$ cat config.mk
export PLATFORM = sky130hd
export DESIGN_NAME = agg_seq_ctrl
export DESIGN_NICKNAME = d
export VERILOG_FILES = /design/src/rtl/agg_seq_ctrl.sv
export SDC_FILE = /design/constraint.sdc
export NUM_CORES = 1
export LEC_CHECK = 0
export CAP_MARGIN = 20
export CORE_MARGIN = 2
export CORE_UTILIZATION = 40
export DETAILED_ROUTE_END_ITERATION = 10
export GPL_TIMING_DRIVEN = 0
export PLACE_DENSITY_LB_ADDON = 0.05
export SETUP_SLACK_MARGIN = 0.5
export SYNTH_ARGS = -nofsm -noshare
export SYNTH_HDL_FRONTEND = slang
export SYNTH_SLANG_ARGS = --single-unit
$ cat constraint.sdc
create_clock -name clk -period 1.95 [get_ports clk]
set_input_delay 0.39 -clock clk [delete_from_list [all_inputs] [get_ports clk]]
set_output_delay 0.39 -clock clk [all_outputs]
set_load 0.005 [all_outputs]
$ cat src/rtl/agg_seq_ctrl.sv
// agg_seq_ctrl: layer sequencer that drives the MAC through clear/accumulate/drain for each neuron
// and writes each aggregated result to the result buffer, pulsing done at the end of the layer.
module agg_seq_ctrl #(
   parameter int AGG_WIDTH = 12,
   parameter int N_IN      = 16,
   parameter int N_OUT     = 8,
   parameter int IN_CW     = 5,
   parameter int OUT_CW    = 4,
   parameter int DRAIN_CYC = 2
) (
   input  logic                 clk,
   input  logic                 rst_n,
   input  logic                 start,
   input  logic                 abort,
   input  logic [IN_CW-1:0]     cfg_n_in,
   input  logic [OUT_CW-1:0]    cfg_n_out,
   input  logic                 in_valid,
   output logic                 in_ready,
   output logic                 mac_clr,
   output logic                 mac_en,
   output logic [IN_CW-1:0]     in_idx,
   input  logic                 agg_out_acted,
   input  logic [AGG_WIDTH-1:0] agg_out2alu,
   output logic                 res_we,
   output logic [OUT_CW-1:0]    res_addr,
   output logic                 res_bit,
   output logic [AGG_WIDTH-1:0] res_sum,
   output logic                 busy,
   output logic                 done
);
   localparam int DCW = (DRAIN_CYC > 2) ? $clog2(DRAIN_CYC) : 1;
   localparam logic [DCW-1:0]    DRAIN_LAST = DCW'(DRAIN_CYC - 1);
   localparam logic [DCW-1:0]    DRAIN_ONE  = DCW'(1);
   localparam logic [IN_CW-1:0]  IN_ONE     = IN_CW'(1);
   localparam logic [IN_CW-1:0]  IN_MAX     = IN_CW'(N_IN);
   localparam logic [OUT_CW-1:0] OUT_ONE    = OUT_CW'(1);
   localparam logic [OUT_CW-1:0] OUT_MAX    = OUT_CW'(N_OUT);

   typedef enum logic [2:0] {S_IDLE, S_CLR, S_ACC, S_DRAIN, S_WB, S_DONE} state_t;

   state_t            state, state_nx;
   logic [IN_CW-1:0]  n_in;
   logic [OUT_CW-1:0] n_out, out_idx;
   logic [DCW-1:0]    drain_cnt;

   function automatic logic [IN_CW-1:0] clamp_in(input logic [IN_CW-1:0] v);
      return (v == '0) ? IN_ONE : (v > IN_MAX) ? IN_MAX : v;
   endfunction

   function automatic logic [OUT_CW-1:0] clamp_out(input logic [OUT_CW-1:0] v);
      return (v == '0) ? OUT_ONE : (v > OUT_MAX) ? OUT_MAX : v;
   endfunction

   assign busy     = state != S_IDLE;
   assign in_ready = state == S_ACC;
   assign mac_clr  = state == S_CLR;
   assign mac_en   = in_ready & in_valid;
   assign res_we   = state == S_WB;
   assign done     = state == S_DONE;
   assign res_addr = res_we ? out_idx : '0;

   always_comb begin
      state_nx = state;
      case (state)
         S_IDLE:  state_nx = start ? S_CLR : S_IDLE;
         S_CLR:   state_nx = S_ACC;
         S_ACC:   state_nx = (in_valid && in_idx == n_in - IN_ONE) ? S_DRAIN : S_ACC;
         S_DRAIN: state_nx = (drain_cnt == DRAIN_LAST) ? S_WB : S_DRAIN;
         S_WB:    state_nx = (out_idx == n_out - OUT_ONE) ? S_DONE : S_CLR;
         default: state_nx = S_IDLE;
      endcase
      if (abort) state_nx = S_IDLE;
   end

   always_ff @(posedge clk or negedge rst_n) begin
      if (!rst_n) begin
         state     <= S_IDLE;
         n_in      <= '0;
         n_out     <= '0;
         in_idx    <= '0;
         out_idx   <= '0;
         drain_cnt <= '0;
         res_bit   <= 1'b0;
         res_sum   <= '0;
      end else begin
         state <= state_nx;
         if (abort) begin
            in_idx    <= '0;
            out_idx   <= '0;
            drain_cnt <= '0;
         end else begin
            case (state)
               S_IDLE: begin
                  in_idx    <= '0;
                  out_idx   <= '0;
                  drain_cnt <= '0;
                  if (start) begin
                     n_in  <= clamp_in(cfg_n_in);
                     n_out <= clamp_out(cfg_n_out);
                  end
               end
               S_ACC:   if (in_valid) in_idx <= in_idx + IN_ONE;
               S_DRAIN: drain_cnt <= drain_cnt + DRAIN_ONE;
               // in_idx returns to 0 here so CLR and DONE both present index 0
               S_WB: begin
                  res_bit   <= agg_out_acted;
                  res_sum   <= agg_out2alu;
                  in_idx    <= '0;
                  drain_cnt <= '0;
                  if (state_nx == S_CLR) out_idx <= out_idx + OUT_ONE;
               end
               default: ;
            endcase
         end
      end
   end
endmodule

=== Yosys cells after proc, flatten, opt, wreduce, memory -nomap -nowiden ===
Index checks and enable logic that the tools add are counted.

* Register bits: 35
* Input bits: 27
* Output and inout port bits: 28
* Logic and storage cells: 59

* $add $sub $neg: 5
* Order comparisons: 2
* Eq/ne operators: 10
* Mux-type cells: 19
* Bitwise operators: 2
* Reduce and logical (&&, ||, !) cells: 13

{| class="wikitable"
|+ Operators with widths
! operator !! number
|-
| $mux W4 || 5
|-
| $mux W5 || 4
|-
| $pmux W3 S5 || 1
|-
| $reduce_bool A3 Y1 || 4
|-
| $pmux W5 S2 || 1
|-
| $mux W3 || 3
|-
| $pmux W4 S2 || 1
|-
| $eq A3 B1 Y1 const B || 2
|-
| $eq A3 B2 Y1 const B || 2
|-
| $eq A3 B3 Y1 const B || 2
|-
| $reduce_and A2 Y1 || 3
|-
| $add A5 B1 Y5 const B || 1
|-
| $eq A5 B5 Y1 || 1
|-
| $gt A5 B5 Y1 const B || 1
|-
| $logic_not A5 Y1 || 1
|-
| $sub A5 B1 Y5 const B || 1
|-
| $add A4 B1 Y4 const B || 1
|-
| $eq A4 B4 Y1 || 1
|-
| $gt A4 B4 Y1 const B || 1
|-
| $logic_not A4 Y1 || 1
|-
| $sub A4 B1 Y4 const B || 1
|-
| $logic_not A3 Y1 || 1
|-
| $mux W1 || 3
|-
| $ne A3 B2 Y1 const B || 1
|-
| other kinds (8) || 8
|}

=== Logic depth before layout (Yosys ltp) ===
* Word-level depth: 10
* Depth in mapped cells: 8
* Mapped depth without buffers: 8

=== Worst setup path before layout ===
OpenSTA, ideal clock, no wires.

* Path type: register -> register
* Start point: register n_out[0]
* End point: register out_idx[0]
* Setup time: 0.125 ns
* Arrival: 1.827 ns
* Data required time: 1.825 ns
* Slack: -0.002 ns
* Cell stages (with the launch flop): 9
* Buffers on the path: 0
* Clock period less this slack: 1.952 ns
* Cell sequence: dfrtp_1 inv_1 ha_1 xor2_1 nand2_1 or4_1 nand2_1 nor3_1 mux2_2

* Word-level cells in the longest chain between the ends: 8

{| class="wikitable"
|+ Ends and longest elaborated chain
! what !! line !! text
|-
| start: declaration || 43 || <nowiki>logic [OUT_CW-1:0] n_out, out_idx;</nowiki>
|-
| start signal: assignment || 99 || <nowiki>n_out <= clamp_out(cfg_n_out);</nowiki>
|-
| $sub A4 B1 Y4 || 69 || <nowiki>S_WB: state_nx = (out_idx == n_out - OUT_ONE) ? S_DONE : S_CLR;</nowiki>
|-
| $eq A4 B4 Y1 || 69 ||
|-
| $mux W3 || 69 ||
|-
| $pmux W3 S5 || 64 || <nowiki>case (state)</nowiki>
|-
| $mux W3 || 72 || <nowiki>if (abort) state_nx = S_IDLE;</nowiki>
|-
| $eq A3 B1 Y1 || 110 || <nowiki>if (state_nx == S_CLR) out_idx <= out_idx + OUT_ONE;</nowiki>
|-
| $ne A3 B2 Y1 (no line) || n/a ||
|-
| $reduce_and A2 Y1 (no line) || n/a ||
|-
| end signal: assignment || 110 ||
|-
| end: declaration || 43 ||
|}

No other way between the ends.
A chain may end at the register's enable or synchronous reset.

=== Final worst setup path ===
* Start point: register state[0]
* End point: register out_idx[3]

* Word-level cells in the longest chain between the ends: 6
* Elaborated cells between the ends (all ways): 13
* Those cells by class: eq/ne: 6; mux: 4; reduce/logical: 3

{| class="wikitable"
|+ Ends and longest elaborated chain
! what !! line !! text
|-
| start: declaration || 41 || <nowiki>state_t state, state_nx;</nowiki>
|-
| start signal: assignment || 86 || <nowiki>state <= state_nx;</nowiki>
|-
| $eq A3 B3 Y1 (tied with other cells) || 64 ||
|-
| $pmux W3 S5 * || 64 ||
|-
| $mux W3 * || 72 ||
|-
| net state_nx[0] || 41 ||
|-
| $eq A3 B1 Y1 * || 110 ||
|-
| $ne A3 B2 Y1 (no line) * || n/a ||
|-
| $reduce_and A2 Y1 (no line) * || n/a ||
|}

The timed path passes the listed nets; every way through them passes the cells marked *.

==> flow_summary.yaml <==
outcome:
  status: "finished, violations left"
  violations: "setup timing"
synthesis:
  synth_common_cells: "dfrtp_1 (35), nand2_1 (20), mux2_2 (16), nor2_1 (11), xnor2_1 (9)"
  synth_area_leader_cell: "dfrtp_1"
  yosysWarnings: 0
  yosysTopAreaCellShare: 0.475
  syn_area_per_cell_um2: 10.6
  yosys.cell_types.count: 38
  synth_ff_type: "dfrtp_1"
  synthTopCellsByArea: "dfrtp_1 (48%), mux2_2 (9.8%), xnor2_1 (4.3%)"
  synth-seq-area-share: 0.475
  synthCells: 174
  synth_fp_nets: 205
  ys_seq_elements: 35
  synth_enable_flop_cells: 0
  async_reset_ff_frac: 1.00
  yosysMostFrequentCell: "dfrtp_1"
  syn_area_um2: 1840
drt:
  detail-route-antenna-nets: 0
  drtIter0Drc: 45
  route.detailed.drc: 0
  routed_wl_um: 5160
  vias: 1695
  wire_per_inst_um: 15.7
  dr.pass1.iters: 4
  avgViaCountPerCell: 5.15
place:
  postPlaceCellArea_um2: 2480
  gp_congestion: 0.841
  io_buffers: 54
  dp_hpwl_um: 3060
  place_inst: 280
clock_network:
  clkSlewWorstSetupHoldPaths_ps: 80
  cts_buffers: 5
  clock_path_buffers: 2
  clock_sinks: 35
  hold_buffers: 0
  root_buffer: "clkbuf_8"
  h-tree-depth: 2
  clk_latency_ps: 300
  cts_tree: "done"
global_route:
  grt_antenna_before_repair: 0
  grt_use_total: 0.192
  grt_max_degree: 36
  grt_pass1_wl_um: 7730
  grt.overflow.total: 0
  grt_pass1_vias: 1646
floorplan:
  die_h_um: 71.9
  initial_core_util: 0.420
  rows: 24
  coreArea_um2: 4380
  chipWidth_um: 71.9
  io_pins: 55
  fp.dieArea_um2: 5170
cells_and_area:
  fin_nets: 307
  final_cells: 329
  design_area_um2: 3200
  num_antenna_cells: 0
  fillers: 296
  drive_above_1_share: 0.451
  area_growth_pct: 73.9
sta:
  finalCriticalPeriod_ps: 1960
  hold_violations: 0
  post-route-period-util: 1.00
  fmaxAchievable_mhz: 511
  setup_ws_ps: -8.09
  rsz0062_at_grt: "true"
  finClkSkew_ps: 11.1
  setup_violations: 3
  relSlewSlack: 0.453
  worst_pin_slew_ps: 820
  drv_slew: 0
pwr:
  p_sw_uw: 646
  p_int_mw: 1.46
  p_leak_nw: 1.51
  swShare: 0.306
  peakVddDrop_mv: 0.419
  powerDensity_nw_per_um2: 658
  clock_power_share: 0.257
  combPwrFrac: 0.341
  p_seq_frac: 0.402
  finalPower_mw: 2.11
critical_path:
  crit_path_start_kind: "flop"
  arrival_ps: 2140
  worstReg2RegStart: "state[0]"
  end_kind: "flop"
  reg2reg_setup_slack_ps: -8
  critical_path.endpoint: "out_idx[3]"
  reg2reg_depth: 8
  path_max_fanout: 4
  crit_type: "reg2reg"
  cp-startpoint: "state[0]"
  r2r-end: "out_idx[3]"
  required_ps: 2130
run:
  maxCapViolCount: 0
hold_path:
  hold_class: "in2async"
-- worst max-delay path, stage by stage, from the launching register on --
cell	delay, ps
dfrtp_2	450
buf_6	140
nor3b_4	180
nand2_2	100
buf_6	120
o41a_1	360
nor3_4	210
nand4_1	140
mux2i_1	140
-- layout by cell type, fill, tap and decap left out, drive strengths merged, types with 3 or more instances in the layout --
cell           count
and3               5
nand2             21
dlygate4sd2       16
nor3               7
dfrtp             35
buf               55
a21oi              4
ha                 4
nor2              12
clkdlybuf4s50     27
o21ai              6
inv                8
xor2               6
nand2b             8
nand4              4
mux2              16
xnor2              9
clkbuf             7
mux2i              3
nor3b              4
-- stage by stage --
| step | setup slack, ps | TNS, ps | util | hold WS (ps) |
|---|---|---|---|---|
| 4_1_cts | -33.0 | -33.0 | 0.658 | 206 |
| 3_5_place_dp | -111 | -819 | 0.566 | 494 |
| 6_report | -8.09 | -18.7 | 0.731 | 181 |
| 5_1_grt | -99.6 | -303 | 0.731 | 240 |
| 2_1_floorplan | 69.7 | 0 | - | 94.4 |
| 3_3_place_gp | -373 | -9470 | 0.567 | 489 |
-- worst min path at each step --
stage	depth (start not counted)	slack (ps)	endpoint	startpoint
floorplan	0	90	drain_cnt	rst_n
global placement	1	490	res_sum[6]	res_sum[6]
detailed placement	1	490	res_sum[6]	res_sum[6]
CTS	1	210	res_sum[5]	rst_n
global route	1	240	res_sum[3]	rst_n
finish	1	180	res_sum[3]	rst_n
-- power groups by stage --
stage / Clock, mW / Sequential (mW) / Combinational, mW
floorplan: 0 / 0.851 / 0.281
global placement: 0 / 0.857 / 0.443
detailed placement: 0 / 0.861 / 0.457
CTS: 0.545 / 0.839 / 0.575
global route: 0.589 / 0.858 / 0.776
finish: 0.542 / 0.847 / 0.719
-- area by class of cell --
cell class                 instances  area [um^2]  share of cell area
buffer                             5         57.6              0.0180
clock buffer                       5         68.8              0.0215
clock inverter                     3         20.0             0.00625
inverter                           8         32.5              0.0102
multi-input combinational        126         1150               0.360
sequential                        35          878               0.274
tap                               52         65.1              0.0203
timing repair buffer              95          928               0.290
-- layer usage --
layer | GRT usage | routed length (um)
met1 | 0.234 | 2150
met5 | 0 | 0
met3 | 0.0422 | 173
met2 | 0.341 | 2770
met4 | 0.0503 | 75
-- registers in the layout (all words and copies together), names as in the netlist --
| name | cells |
|---|---|
| out_idx | 4 |
| res_bit | 1 |
| drain_cnt | 1 |
| in_idx | 5 |
| n_out | 4 |
| state | 3 |
| n_in | 5 |
| res_sum | 12 |
-- kinds of logic (layout without fill, tap and decap cells) --
| family | count (synthesis) | in the layout | synth area share |
|---|---|---|---|
| xor+xnor | 15 | 15 | 0.0713 |
| flops | 35 | 35 | 0.475 |
| fa+ha+maj | 4 | 4 | 0.0272 |
| simple gates | 70 | 70 | 0.214 |
| mux | 19 | 19 | 0.114 |
| compound gates | 18 | 18 | 0.0665 |
| buf+inv | 13 | 116 | 0.0319 |
-- what timing repair did --
item | 4_1_cts | 5_1_grt
resized for setup | 89 | 67
buffers inserted | 27 | 12
setup endpoints to repair | 58 | 46
cloned | 1 | 1
pin swaps | 16 | 15
Note: power is estimated with default switching activity, not from simulation.
